**config.mk**
```make
export PLATFORM = sky130hd
export DESIGN_NAME = cc_refill_deserializer
export DESIGN_NICKNAME = d
export VERILOG_FILES = /design/src/rtl/cc_pkg.sv /design/src/rtl/cc_refill_deserializer.sv
export SDC_FILE = /design/constraint.sdc
export NUM_CORES = 2
export LEC_CHECK = 0
export CAP_MARGIN = 5
export CORE_ASPECT_RATIO = 1.5
export CORE_MARGIN = 5
export CORE_UTILIZATION = 60
export CTS_CLUSTER_DIAMETER = 30
export DETAILED_ROUTE_END_ITERATION = 8
export GPL_TIMING_DRIVEN = 0
export PLACE_DENSITY = 0.84
export SLEW_MARGIN = 10
export SYNTH_ARGS = -nofsm -noshare
export SYNTH_HDL_FRONTEND = slang
export SYNTH_SLANG_ARGS = --single-unit
```
**constraint.sdc**
```tcl
create_clock -name clk -period 8.3 [get_ports clk]
set_input_delay 1.66 -clock clk [delete_from_list [all_inputs] [get_ports clk]]
set_output_delay 1.66 -clock clk [all_outputs]
set_load 0.005 [all_outputs]
```
**src/rtl/cc_pkg.sv**
```systemverilog
// Shared cache-refill types and widths.
// Latency: n/a (declarations only).
// Backpressure: n/a.
package cc_pkg;

    localparam int CC_WORD_W     = 64;
    localparam int CC_LINE_WORDS = 8;
    localparam int CC_LINE_W     = 512;
    localparam int CC_ADDR_W     = 32;
    localparam int CC_PTR_W      = 3;

    // Collect FSM: waiting for a miss, or gathering the beats of one line.
    typedef enum logic {
        CC_IDLE    = 1'b0,
        CC_COLLECT = 1'b1
    } cc_state_e;

endpackage

```
**src/rtl/cc_refill_deserializer.sv**
```systemverilog
// Snoops the memory R channel and assembles wrap-ordered beats into a full cache line.
// Latency: fill_valid_o rises 1 cycle after the eighth beat handshake.
// Backpressure: never stalls R; a completed line is dropped (error_o) if the fill buffer cannot retire.
module cc_refill_deserializer
    import cc_pkg::*;
(
    input  logic                 clk,
    input  logic                 rst_n,
    input  logic                 miss_req_valid_i,
    output logic                 miss_req_ready_o,
    input  logic [CC_ADDR_W-1:0] miss_req_addr_i,
    input  logic [CC_WORD_W-1:0] mem_rdata_i,
    input  logic                 mem_rlast_i,
    input  logic                 mem_rvalid_i,
    input  logic                 mem_rready_i,
    output logic                 fill_valid_o,
    input  logic                 fill_ready_i,
    output logic [CC_ADDR_W-1:0] fill_addr_o,
    output logic [CC_LINE_W-1:0] fill_data_o,
    output logic                 error_o
);

    cc_state_e             state_q, state_d;
    logic [CC_PTR_W-1:0]   ptr_q, ptr_d;
    logic [CC_PTR_W-1:0]   cnt_q, cnt_d;
    logic [CC_ADDR_W-1:0]  addr_q, addr_d;
    logic [CC_LINE_W-1:0]  asm_q, asm_d;
    logic                  fill_valid_q, fill_valid_d;
    logic [CC_ADDR_W-1:0]  fill_addr_q, fill_addr_d;
    logic [CC_LINE_W-1:0]  fill_data_q, fill_data_d;
    logic                  error_q, error_d;

    logic                  beat;
    logic                  line_done;
    logic [CC_LINE_W-1:0]  line_next;

    // Byte offset within a word never matters; only [5:3] selects the critical word.
    logic unused_addr_lsb;
    assign unused_addr_lsb = ^miss_req_addr_i[2:0];

    // The R channel is only observed: a beat is whatever the reorder path accepts.
    assign beat = mem_rvalid_i & mem_rready_i;

    // Next-state: collect FSM, assembly buffer, and the double-buffered fill output.
    always_comb begin
        state_d      = state_q;
        ptr_d        = ptr_q;
        cnt_d        = cnt_q;
        addr_d       = addr_q;
        asm_d        = asm_q;
        fill_valid_d = fill_valid_q;
        fill_addr_d  = fill_addr_q;
        fill_data_d  = fill_data_q;
        error_d      = 1'b0;
        line_done    = 1'b0;

        // Assembly buffer with the current beat merged in, so the eighth beat
        // can go straight into the output register on its own handshake edge.
        line_next = asm_q;
        line_next[32'(ptr_q) * CC_WORD_W +: CC_WORD_W] = mem_rdata_i;

        case (state_q)
            CC_IDLE: begin
                // A beat with no line outstanding is a protocol violation.
                if (beat) begin
                    error_d = 1'b1;
                end
                if (miss_req_valid_i) begin
                    state_d = CC_COLLECT;
                    addr_d  = {miss_req_addr_i[CC_ADDR_W-1:6], 6'b0};
                    ptr_d   = miss_req_addr_i[5:3];
                    cnt_d   = '0;
                end
            end
            CC_COLLECT: begin
                if (beat) begin
                    asm_d = line_next;
                    ptr_d = ptr_q + 3'd1;
                    cnt_d = cnt_q + 3'd1;
                    if (cnt_q == 3'd7) begin
                        state_d = CC_IDLE;
                        if (mem_rlast_i) begin
                            line_done = 1'b1;
                        end else begin
                            error_d = 1'b1;
                        end
                    end else if (mem_rlast_i) begin
                        state_d = CC_IDLE;
                        error_d = 1'b1;
                    end
                end
            end
            default: state_d = CC_IDLE;
        endcase

        // Output buffer: a new line may replace the pending one only if the
        // pending one retires on the same edge; otherwise the new line is lost.
        if (line_done) begin
            if (!fill_valid_q || fill_ready_i) begin
                fill_valid_d = 1'b1;
                fill_data_d  = line_next;
                fill_addr_d  = addr_q;
            end else begin
                error_d = 1'b1;
            end
        end else if (fill_valid_q && fill_ready_i) begin
            fill_valid_d = 1'b0;
        end
    end

    // All state registers; reset abandons any partial line silently.
    always_ff @(posedge clk or negedge rst_n) begin
        if (!rst_n) begin
            state_q      <= CC_IDLE;
            ptr_q        <= '0;
            cnt_q        <= '0;
            addr_q       <= '0;
            asm_q        <= '0;
            fill_valid_q <= 1'b0;
            fill_addr_q  <= '0;
            fill_data_q  <= '0;
            error_q      <= 1'b0;
        end else begin
            state_q      <= state_d;
            ptr_q        <= ptr_d;
            cnt_q        <= cnt_d;
            addr_q       <= addr_d;
            asm_q        <= asm_d;
            fill_valid_q <= fill_valid_d;
            fill_addr_q  <= fill_addr_d;
            fill_data_q  <= fill_data_d;
            error_q      <= error_d;
        end
    end

    assign miss_req_ready_o = (state_q == CC_IDLE);
    assign fill_valid_o     = fill_valid_q;
    assign fill_addr_o      = fill_addr_q;
    assign fill_data_o      = fill_data_q;
    assign error_o          = error_q;

endmodule

```
==> metrics.txt <==
highest ir drop seen on vdd 0.000238 V; Cell Count Post-Placement 6246; Layout fillers 5454; share of final-layout standard cells stronger than drive strength 1 15.5%; share of the synthesized area in compound gates (AO/OA/AOI/OAI) 19.3%; dominant combinational cell family by area after synthesis compound AO/OA/AOI/OAI gates; WL/cell 31.0 µm; number of routed nets with antenna violations 0; Placeable Area 82200 µm²; post-synthesis instance area 49400 µm²; combined global-route utilization of all metal layers 44.6%; routed length on met2 92.3 mm; reg2reg path depth 12; vias in the first global route 46500; instance count of the mapped netlist 4555; maxcap violations 0; number of synthesized flops with an enable pin 0; unrepaired setup endpoints after global routing false; post-route design area 62400 µm²; pin count of the biggest net entering global routing 174; total number of nets in the final design 5462; normalized max-slew margin 4.84%; run status finished with violations; worst clock skew 15.4 ps; grt total ovfl 0; CTS tree built; post-cts resize count 0; Clock Sink Count 1085; deepest clock path buffer count 3; highest metal layer with signal wires met5; top-level port count 650; Max Freq 183 MHz; reg2reg start ptr_q[0]; Routed met1 length 64.8 mm; kind of critical path reg -> reg; DRT Wirelength 202 mm; number of vias per cell after detailed routing 6.98; area after detailed placement 57300 µm²; clock share of power 32.5%; portion of the post-synthesis area used by sequential elements 55.0%; count of distinct cell types in the synthesized netlist 46; Hold Crit Endpoint addr_q[10]; global-route wire length before repair 296 mm; reg-to-reg setup timing slack 2820 ps; count of unresolved DRC violations after routing 2; htree depth 4; minimum clock period after layout 5480 ps; Power Total 20500 µW; Post-synth ARST share 100%; Post-CTS Setup Inserts 0; overall die area 88300 µm²; Hold Crit Depth 2; violated checks design-rule violations; number of pins with negative max-slew slack in the final report 0; number of core rows 129; Vias 45500; Worst Max-Slew Pin Slew 1420 ps; number of buffers added to fix hold violations after cts 0; leakage 0.0269 µW; RR Endpoint fill_data_o[98]; number of buffers inserted during clock tree synthesis 148; Chip Height 361 µm; number of iterations in the first detailed-routing pass 9; type of element capturing the critical path register; number of storage elements in the synthesis netlist 1085; Total Neg Setup Slack 0 ps; worst hold-check path type reg -> reg; final instance count without filler cells 6519; number of antenna violations at the first check in global routing 6; Net Sw Power 7890 µW; placer's final routability congestion estimate 1.02; worst endpoint data arrival time 6160 ps; Crit Path Max Fanout 10; switching share of total power 38.4%; average footprint of a synthesized cell 10.8 µm²; Internal Power 12600 µW; overall die width 244 µm; hold violation count in the final report 0; Skew-Pair Late Insertion Delay 770 ps; area growth from synthesis to layout 26.4%; final critical-path share of the clock period 66.0%; main flop type after synthesis sky130_fd_sc_hd__dfrtp_1; xor-xnor portion of the synthesized cell area 0.0177%; Synthesis Warnings 0; Finished Core Util 76.0%; sequential power share 34.6%; Setup-failing EPs final 0; required time of the worst setup path 8990 ps; Initial Utilization 60.1%; adder-cell area share of the yosys netlist 0.279%; Iter 0 DRT Violations 5673; input/output buffers 630; combinational group share of total power 32.9%; clock tree root buffer cell sky130_fd_sc_hd__clkbuf_16; met3 wire length 24.1 mm; detailed placement HPWL 145 mm; fraction of the mapped netlist area in simple logic gates 7.63%; power density normalized to cell area 329 nW/µm²; Clk pin slew, worst setup/hold paths 60 ps; post-synthesis mux area share 12.3%; Worst setup SP type register; worst hold path startpoint addr_q[10]
## cell type report
type	instances	area [µm²]	share of cell area [%]
Antenna cell	5	12.5	0.0200
Buffer	598	2430	3.90
Clock buffer	175	4050	6.49
Clock inverter	93	1110	1.78
Inverter	72	270	0.433
Multi-Input combinational cell	2805	19600	31.4
Sequential cell	1085	27200	43.5
Tap cell	1048	1310	2.10
Timing Repair Buffer	638	6520	10.4
## power groups by stage
stage,logic (µW),registers [µW],clock network (µW)
after floorplan,3880,6930,0
after global placement,6220,7170,0
after detailed placement,6430,7140,0
after CTS,6490,7070,6630
after global routing,7060,7210,6880
final,6750,7120,6670
## layer usage
metal | global-route usage [%] | up-vias
met5 | 0 | -
met4 | 35.7 | 4
met3 | 14.2 | 994
met2 | 69.9 | 3447
met1 | 50.3 | 22400
li1 | - | 18700
## worst max path at each step
stage / startpoint / slack, ps / cells past startpoint / to
floorplan: mem_rlast_i / 4990 / 8 / fill_data_o[100]
global placement: rst_n / -42590 / 1 / fill_data_o[138]
detailed placement: mem_rlast_i / 2050 / 9 / fill_data_o[134]
CTS: mem_rlast_i / 2800 / 9 / fill_data_o[134]
global route: mem_rlast_i / 2910 / 8 / fill_data_o[352]
finish: ptr_q[0] / 2820 / 12 / fill_data_o[98]
## sequential cells by signal, summed over array words and instances (netlist names)
| register | cells |
|---|---|
| addr_q | 26 |
| asm_q | 512 |
| cnt_q | 3 |
| error_o | 1 |
| fill_addr_o | 26 |
| fill_data_o | 512 |
| fill_valid_o | 1 |
| ptr_q | 3 |
| state_q | 1 |
## logic make-up after synthesis
logic type	count (synthesis)
AO/OA/AOI/OAI	1530
flip-flops	1085
AND/OR/NAND/NOR	710
buffers and inverters	670
multiplexers	547
adder cells (fa/ha/maj)	11
other	1
XOR/XNOR	1
## metrics by stage
step / hold slack [ps] / worst slack, ps
after floorplan: 440 / 4990
after global placement: 453 / -42590
after detailed placement: 457 / 2050
after CTS: 471 / 2800
after global routing: 493 / 2910
final: 471 / 2820
## Yosys cell counts, types with 2 or more instances
cell	number	area, µm²
sky130_fd_sc_hd__and3_1	55	344
sky130_fd_sc_hd__nor4bb_1	11	110
sky130_fd_sc_hd__buf_4	13	97.6
sky130_fd_sc_hd__o31ai_1	64	480
sky130_fd_sc_hd__nor2b_1	8	50.1
sky130_fd_sc_hd__o21ai_0	259	1300
sky130_fd_sc_hd__a22o_1	9	78.8
sky130_fd_sc_hd__mux2_1	18	203
sky130_fd_sc_hd__a22oi_1	65	488
sky130_fd_sc_hd__nand2b_1	6	37.5
sky130_fd_sc_hd__and4b_1	11	110
sky130_fd_sc_hd__nor3_2	5	50.1
sky130_fd_sc_hd__a31oi_1	824	5150
sky130_fd_sc_hd__nand3_1	187	936
sky130_fd_sc_hd__mux2i_1	64	641
sky130_fd_sc_hd__a32oi_1	117	1020
sky130_fd_sc_hd__nor3b_1	4	30.0
sky130_fd_sc_hd__or2_2	2	12.5
sky130_fd_sc_hd__dfrtp_1	1085	27200
sky130_fd_sc_hd__ha_1	11	138
sky130_fd_sc_hd__buf_1	16	60.1
sky130_fd_sc_hd__nor2_1	2	7.51
sky130_fd_sc_hd__and2_1	121	757
sky130_fd_sc_hd__buf_2	77	385
sky130_fd_sc_hd__mux2_2	465	5240
sky130_fd_sc_hd__o311ai_2	3	48.8
sky130_fd_sc_hd__nand4_1	66	413
sky130_fd_sc_hd__nand2_1	226	848
sky130_fd_sc_hd__buf_6	5	56.3
sky130_fd_sc_hd__clkbuf_1	487	1830
sky130_fd_sc_hd__inv_1	72	270
sky130_fd_sc_hd__a21oi_1	183	916
## worst max-delay path, cell delays in order (launching register included)
cell and delay (ps):
sky130_fd_sc_hd__dfrtp_1 520, sky130_fd_sc_hd__clkbuf_1 370, sky130_fd_sc_hd__buf_2 430, sky130_fd_sc_hd__clkbuf_1 730, sky130_fd_sc_hd__inv_1 180, sky130_fd_sc_hd__ha_1 290, sky130_fd_sc_hd__ha_1 430, sky130_fd_sc_hd__and2_1 200
sky130_fd_sc_hd__buf_2 380, sky130_fd_sc_hd__clkbuf_1 580, sky130_fd_sc_hd__clkbuf_1 710, sky130_fd_sc_hd__a22oi_1 340, sky130_fd_sc_hd__a21oi_1 210
## layout by cell type, fill, tap and decap left out, drive strengths merged, types with 2 or more instances in the layout
cell type         n
a21oi           183
a22o              9
a22oi            65
a31oi           824
a32oi           117
and2            121
and3             55
and4b            11
buf             120
bufinv           16
clkbuf          662
clkdlybuf4s50   629
clkinv           28
clkinvlp         21
conb              6
dfrtp          1085
diode             5
ha               11
inv             100
mux2            483
mux2i            64
nand2           226
nand2b            6
nand3           188
nand4            66
nor2              2
nor2b             8
nor3              7
nor3b             4
nor4bb           11
o21ai           259
o311ai            4
o31ai            64
or2               2
No activity file was read; power rests on OpenSTA's default activity.
